$ cat config.mk
export PLATFORM = sky130hd
export DESIGN_NAME = cas_player_flat
export DESIGN_NICKNAME = d
export VERILOG_FILES = /design/src/rtl/cas_player_if.sv /design/src/rtl/cas_player.sv /design/src/flat_wrapper.sv
export SDC_FILE = /design/constraint.sdc
export NUM_CORES = 1
export LEC_CHECK = 0
export ABC_AREA = 1
export CAP_MARGIN = 20
export CORE_MARGIN = 10
export CORE_UTILIZATION = 40
export DETAILED_ROUTE_END_ITERATION = 12
export PLACE_DENSITY = 0.65
export SLEW_MARGIN = 25
export SYNTH_ARGS = -nofsm -noshare
export SYNTH_HDL_FRONTEND = slang
export SYNTH_SLANG_ARGS = --single-unit
$ cat constraint.sdc
create_clock -name clk -period 3 [get_ports clk]
set_clock_uncertainty 0.05 [all_clocks]
set_input_delay 0.3 -clock clk [delete_from_list [all_inputs] [get_ports clk]]
set_output_delay 0.3 -clock clk [all_outputs]
set_load 0.01 [all_outputs]
$ cat src/rtl/cas_player_if.sv
// Byte-source handshake into the MSX cassette playback encoder.
interface cas_player_if;
  logic [7:0] byte_data;
  logic       byte_sync;
  logic       byte_long;
  logic       byte_valid;
  logic       byte_ready;

  modport master (
    output byte_data, byte_sync, byte_long, byte_valid,
    input  byte_ready
  );

  modport slave (
    input  byte_data, byte_sync, byte_long, byte_valid,
    output byte_ready
  );
endinterface

$ cat src/rtl/cas_player.sv
// MSX 1200-baud FSK tape playback encoder (header tone, framing, motor gating).
// Optional leader silence before long headers: define CAS_PLAYER_SILENCE_EN.
module cas_player #(
  parameter int HALF_2400     = 746,
  parameter int LONG_HDR      = 16000,
  parameter int SHORT_HDR     = 4000,
  parameter int SILENCE_TICKS = 3579545
) (
  input  logic        clk,
  input  logic        reset,
  input  logic        ce_3m58,
  input  logic        motor,
  cas_player_if.slave src,
  output logic        cas_audio,
  output logic        busy
);

  localparam int TMAX = (SILENCE_TICKS > 2*HALF_2400) ?
                        SILENCE_TICKS : 2*HALF_2400;
  localparam int TW = $clog2(TMAX + 1);

  localparam logic [TW-1:0] H1 = TW'(HALF_2400);
  localparam logic [TW-1:0] H2 = TW'(2*HALF_2400);

  typedef enum logic [2:0] {
    IDLE    = 3'd0,
`ifdef CAS_PLAYER_SILENCE_EN
    SILENCE = 3'd1,
`endif
    HEADER  = 3'd2,
    START   = 3'd3,
    DATA    = 3'd4,
    STOP    = 3'd5
  } state_t;

  state_t        state, state_n;
  logic [TW-1:0] tick, tick_n, tick_inc;
  logic          half, half_n;
  logic          second, second_n;
  logic [2:0]    bit_cnt, bit_cnt_n;
  logic [7:0]    shreg, shreg_n;
  logic [13:0]   hdr_cnt, hdr_cnt_n;
  logic [13:0]   hdr_tgt, hdr_tgt_n;
  logic [13:0]   hdr_inc;
  logic          audio_n;
  logic          armed;
  logic          go, cur_one, half_end;
  logic [TW-1:0] half_len;

  assign go       = ce_3m58 & motor;
  assign tick_inc = tick + TW'(1);
  assign hdr_inc  = hdr_cnt + 14'd1;
  assign cur_one  = (state == HEADER) | (state == STOP) |
                    ((state == DATA) & shreg[0]);
  assign half_len = cur_one ? H1 : H2;
  assign half_end = go & (tick_inc == half_len);

  assign src.byte_ready = (state == IDLE) & motor & armed;
  assign busy           = (state != IDLE);

  always_comb begin
    state_n   = state;
    tick_n    = tick;
    half_n    = half;
    second_n  = second;
    bit_cnt_n = bit_cnt;
    shreg_n   = shreg;
    hdr_cnt_n = hdr_cnt;
    hdr_tgt_n = hdr_tgt;
    audio_n   = cas_audio;
    unique case (state)
      IDLE: begin
        if (src.byte_valid & src.byte_ready) begin
          shreg_n   = src.byte_data;
          hdr_tgt_n = src.byte_long ? 14'(LONG_HDR) : 14'(SHORT_HDR);
          tick_n    = '0;
          half_n    = 1'b0;
          second_n  = 1'b0;
          bit_cnt_n = 3'd0;
          hdr_cnt_n = 14'd0;
          audio_n   = 1'b0;
          state_n   = src.byte_sync ? HEADER : START;
`ifdef CAS_PLAYER_SILENCE_EN
          if (src.byte_sync & src.byte_long) state_n = SILENCE;
`endif
        end
      end
`ifdef CAS_PLAYER_SILENCE_EN
      SILENCE: begin
        if (go) begin
          if (tick_inc == TW'(SILENCE_TICKS)) begin
            tick_n  = '0;
            state_n = HEADER;
          end else begin
            tick_n = tick_inc;
          end
        end
      end
`endif
      default: begin
        if (go & ~half_end) begin
          tick_n = tick_inc;
        end else if (half_end & ~half) begin
          tick_n  = '0;
          half_n  = 1'b1;
          audio_n = 1'b1;
        end else if (half_end) begin
          // End of a pulse: either another pulse follows or the unit ends
          tick_n  = '0;
          half_n  = 1'b0;
          audio_n = 1'b0;
          if (state == HEADER) begin
            if (hdr_inc >= hdr_tgt) begin
              hdr_cnt_n = hdr_tgt;
              state_n   = START;
            end else begin
              hdr_cnt_n = hdr_inc;
            end
          end else if (cur_one & ~second) begin
            second_n = 1'b1;
          end else begin
            second_n = 1'b0;
            if (state == START) begin
              state_n = DATA;
            end else if (state == DATA) begin
              shreg_n = {1'b0, shreg[7:1]};
              if (bit_cnt == 3'd7) begin
                bit_cnt_n = 3'd0;
                state_n   = STOP;
              end else begin
                bit_cnt_n = bit_cnt + 3'd1;
              end
            end else if (bit_cnt == 3'd1) begin
              // Line rests high between frames
              bit_cnt_n = 3'd0;
              audio_n   = 1'b1;
              state_n   = IDLE;
            end else begin
              bit_cnt_n = bit_cnt + 3'd1;
            end
          end
        end
      end
    endcase
  end

  always_ff @(posedge clk) begin
    if (reset) begin
      state     <= IDLE;
      tick      <= '0;
      half      <= 1'b0;
      second    <= 1'b0;
      bit_cnt   <= 3'd0;
      shreg     <= 8'd0;
      hdr_cnt   <= 14'd0;
      hdr_tgt   <= 14'd0;
      cas_audio <= 1'b0;
      armed     <= 1'b0;
    end else begin
      state     <= state_n;
      tick      <= tick_n;
      half      <= half_n;
      second    <= second_n;
      bit_cnt   <= bit_cnt_n;
      shreg     <= shreg_n;
      hdr_cnt   <= hdr_cnt_n;
      hdr_tgt   <= hdr_tgt_n;
      cas_audio <= audio_n;
      armed     <= 1'b1;
    end
  end

endmodule

$ cat src/flat_wrapper.sv
// flat-port wrapper written by rule: the top's interface ports become plain ports
module cas_player_flat 
#(
  parameter int HALF_2400     = 746,
  parameter int LONG_HDR      = 16000,
  parameter int SHORT_HDR     = 4000,
  parameter int SILENCE_TICKS = 3579545
)
  (clk, reset, ce_3m58, motor, cas_audio, busy, src_byte_data, src_byte_sync, src_byte_long, src_byte_valid, src_byte_ready);
  cas_player_if src_i ();
  input  logic clk;
  input  logic reset;
  input  logic ce_3m58;
  input  logic motor;
  output logic cas_audio;
  output logic busy;
  input wire logic [$bits(src_i.byte_data)-1:0] src_byte_data;
  input wire logic [$bits(src_i.byte_sync)-1:0] src_byte_sync;
  input wire logic [$bits(src_i.byte_long)-1:0] src_byte_long;
  input wire logic [$bits(src_i.byte_valid)-1:0] src_byte_valid;
  output wire logic [$bits(src_i.byte_ready)-1:0] src_byte_ready;
  assign src_i.byte_data = src_byte_data;
  assign src_i.byte_sync = src_byte_sync;
  assign src_i.byte_long = src_byte_long;
  assign src_i.byte_valid = src_byte_valid;
  assign src_byte_ready = src_i.byte_ready;
  cas_player #(.HALF_2400(HALF_2400), .LONG_HDR(LONG_HDR), .SHORT_HDR(SHORT_HDR), .SILENCE_TICKS(SILENCE_TICKS)) u_core (.clk(clk), .reset(reset), .ce_3m58(ce_3m58), .motor(motor), .src(src_i), .cas_audio(cas_audio), .busy(busy));
endmodule
==> impl_metrics.yaml <==
synthesis:
  synth_edf_count: 0
  postSynthCellCount: 616
  yosys_most_used_dff: "dfxtp_1"
  yosys-top-cells-area: "dfxtp_1 29%, nand2_1 16%, inv_1 6.6%, nor2_1 5.9%, a21oi_1 5.5%"
  syn-num-nets: 645
  synth_seq_area_share: 0.287
  syn_area_mm2: 0.00397
  synth_area_leader_cell: "dfxtp_1"
  yosysWarnings: 0
  synth_top_area_share: 0.287
  synth.distinct_cells: 44
  ys_seq_elements: 57
  async_flop_share: 0
  syn_avg_cell_area_um2: 6.45
drt:
  ant_nets: 0
  first_iter_violations: 247
  wire_per_inst_um: 13.4
  via_count: 4016
  viasPerCell: 5.06
  drtPass1Iterations: 5
  drc: 0
  postRouteWirelength_mm: 10.6
pwr:
  irDropWorstVdd_mv: 0.591
  p_comb_frac: 0.486
  powerDensity_mw_per_mm2: 660
  p_seq_frac: 0.290
  leakage_nw: 1.89
  p_sw_frac: 0.421
  clkPwrFrac: 0.224
  p_sw_mw: 1.34
  p_int_mw: 1.84
finish:
  drive_gt1_frac: 0.200
  fill_cells: 1013
  num-nets-final: 685
  area_growth_pct: 21.3
  antenna_cells: 0
sta:
  fmax_mhz: 334
  slew_headroom: 0.414
  tightest_slew_ns: 0.873
  finalCriticalPeriod_ns: 2.99
  hold_violations: 0
  drv_slew: 0
  hold_ws_ns: 0.396
  rsz0062_at_grt: "yes"
  fin_setup_tns_ns: 0
  post-route-period-util: 0.997
  setup_viol_count_final: 0
cts:
  clkTransAtPathRegs_ns: 0.06
  clk_path_buf_depth: 2
  cts_root_buf: "clkbuf_8"
  cts_made_buffers: 9
  postCtsHoldBufs: 0
  clkSinkCount: 57
  htree_levels: 3
  clk_latency_ns: 0.35
  cts_tree: "yes"
grt:
  grt_pass1_wl_mm: 17.1
  grtUsageTotal: 0.141
  grt_overflow_total: 0
  first_global_vias: 3712
  antenna_found_initial: 0
  grt_max_degree: 31
die:
  die_area_mm2: 0.0143
  die_w_um: 120
  std_cell_rows: 36
  core-area_mm2: 0.00973
  start_util: 0.408
  pin_count: 18
  die_h_um: 120
worst_setup_path:
  crit_path_end_kind: "flop"
  critPathMaxFanout: 4
  cp.required_ns: 3.23
  startpoint_type: "flop"
  cp.arrival_ns: 3.22
  path_class: "reg2reg"
hold_path:
  hp-class: "in2reg"
placed_design:
  port_buffers: 17
  place.gp.congestion: 0.886
  dp_hpwl_mm: 7.17
job:
  cap_viol_max_count: 0
run_status:
  status: "completed"
flip-flops by register name, summed over array words and instances, names as in the netlist:
name and flops:
u_core.shreg 8, u_core.tick 22, u_core.hdr_tgt 3, u_core.second 1, u_core.armed 1, u_core.state 3
u_core.half 1, u_core.bit_cnt 3, u_core.cas_audio 1, u_core.hdr_cnt 14
placed cells by master, fill, tap and decap left out, types with 2 or more instances in the layout:
master,count
a211oi_1,2
a21boi_0,2
a21o_1,2
a21oi_1,42
a21oi_2,11
a21oi_4,2
and3_1,2
buf_4,32
clkbuf_8,13
clkdlybuf4s50_1,16
clkinv_2,2
dfxtp_1,51
dfxtp_2,4
dfxtp_4,2
ha_1,11
ha_4,3
inv_1,67
inv_2,4
nand2_1,168
nand2_2,16
nand2_4,2
nand3_1,35
nand3_2,6
nand3_4,2
nand4_1,28
nor2_1,59
nor2_2,8
nor2_4,9
nor3_1,7
o21ai_0,15
o21ai_1,5
o21bai_1,4
or2_2,6
xnor2_1,2
xor2_1,6
power by group through the flow:
stage	logic, mW	registers, mW	clock network [mW]
floorplan	0.918	0.920	0
detailed placement	1.22	0.933	0
finish	1.54	0.921	0.713
global placement	1.20	0.929	0
global route	1.70	0.930	0.764
CTS	1.26	0.918	0.726
Yosys cell counts (2+ instances only):
| library cell | count |
|---|---|
| nand2_2 | 14 |
| xnor2_1 | 3 |
| dfxtp_1 | 57 |
| or2_2 | 7 |
| nor2_1 | 62 |
| ha_1 | 14 |
| o21ai_0 | 16 |
| o21bai_1 | 4 |
| and3_1 | 2 |
| a21boi_0 | 2 |
| xor2_1 | 7 |
| nand2_1 | 171 |
| inv_1 | 70 |
| nand4_1 | 28 |
| o21ai_1 | 4 |
| nor3_1 | 8 |
| clkbuf_1 | 12 |
| buf_2 | 4 |
| nand3_1 | 39 |
| a21oi_2 | 10 |
| nand3_2 | 2 |
| a21o_1 | 2 |
| a21oi_1 | 44 |
| nor2_4 | 6 |
| a211oi_1 | 2 |
| nor2_2 | 8 |
per-layer routing:
| metal | track usage | share of wire | vias up |
|---|---|---|---|
| met3 | 0.0347 | 0.038 | 17 |
| met2 | 0.228 | 0.48 | 78 |
| li1 | - | - | 2077 |
| met1 | 0.181 | 0.47 | 1844 |
| met4 | 0.0407 | 0.017 | 0 |
| met5 | 0 | 0 | - |
worst paths after layout:
| check | start | end | cells after the start | slack, ns |
|---|---|---|---|---|
| min reg2reg | u_core.shreg[4] | u_core.shreg[4] | 2 | 0.41 |
| max reg2reg | u_core.hdr_cnt[0] | u_core.state[0] | 16 | 0.008 |
| max | u_core.hdr_cnt[0] | u_core.state[0] | 16 | 0.008 |
| min | reset | u_core.tick[19] | 2 | 0.40 |
stage by stage:
stage | setup slack, ns | instances | area, µm² | power (mW) | utilization
2_1_floorplan | 0.0779 | 616 | 3980 | 1.84 | -
3_3_place_gp | 0.0719 | 766 | 4350 | 2.13 | 0.447
3_5_place_dp | -0.0849 | 766 | 4350 | 2.15 | 0.447
4_1_cts | 0.0142 | 783 | 4590 | 2.91 | 0.471
5_1_grt | -0.163 | 794 | 4820 | 3.39 | 0.495
6_report | 0.00752 | 794 | 4820 | 3.18 | 0.495
cells by family (layout without fill, tap and decap cells):
| group | count (synthesis) | count (layout) | share of synthesized area |
|---|---|---|---|
| DFF | 57 | 57 | 0.287 |
| adders and majority gates | 14 | 14 | 0.0441 |
| xor gates and xnor gates | 10 | 10 | 0.0221 |
| buffers and inverters | 93 | 137 | 0.0977 |
| and+or+nand+nor | 353 | 354 | 0.412 |
| AOI/OAI and AO/OA | 89 | 89 | 0.136 |
final cells by class:
cell class                      count  area (µm²)  share of cell area
Clock inverter                      2        10.0             0.00208
Tap cell                          133         166              0.0345
Inverter                           72         283              0.0587
Sequential cell                    57        1150               0.239
Timing Repair Buffer               49         405              0.0842
Multi-Input combinational cell    467        2620               0.543
Clock buffer                       14         183              0.0379
worst max-delay path, stage by stage, from the launching register on:
cell and delay [ns]:
dfxtp_2 0.38, nand3_2 0.10, nor3b_2 0.22, nand4_1 0.14, or2_4 0.24, xor2_1 0.13
inv_1 0.10, ha_4 0.30, nand2_4 0.07, nor3_4 0.20, nand4_1 0.18, buf_4 0.19
nand4_1 0.12, nand3_2 0.13, nor2_4 0.15, nand2_1 0.08, a21oi_2 0.12
what timing repair did:
action	in CTS	in global routing
buffers inserted	1	10
endpoints found under the hold margin	0	0
gates resized for setup	10	34
cloned	0	1
pin swaps	3	15
endpoints found under the setup margin	17	17
No activity file was read; power rests on OpenSTA's default activity.
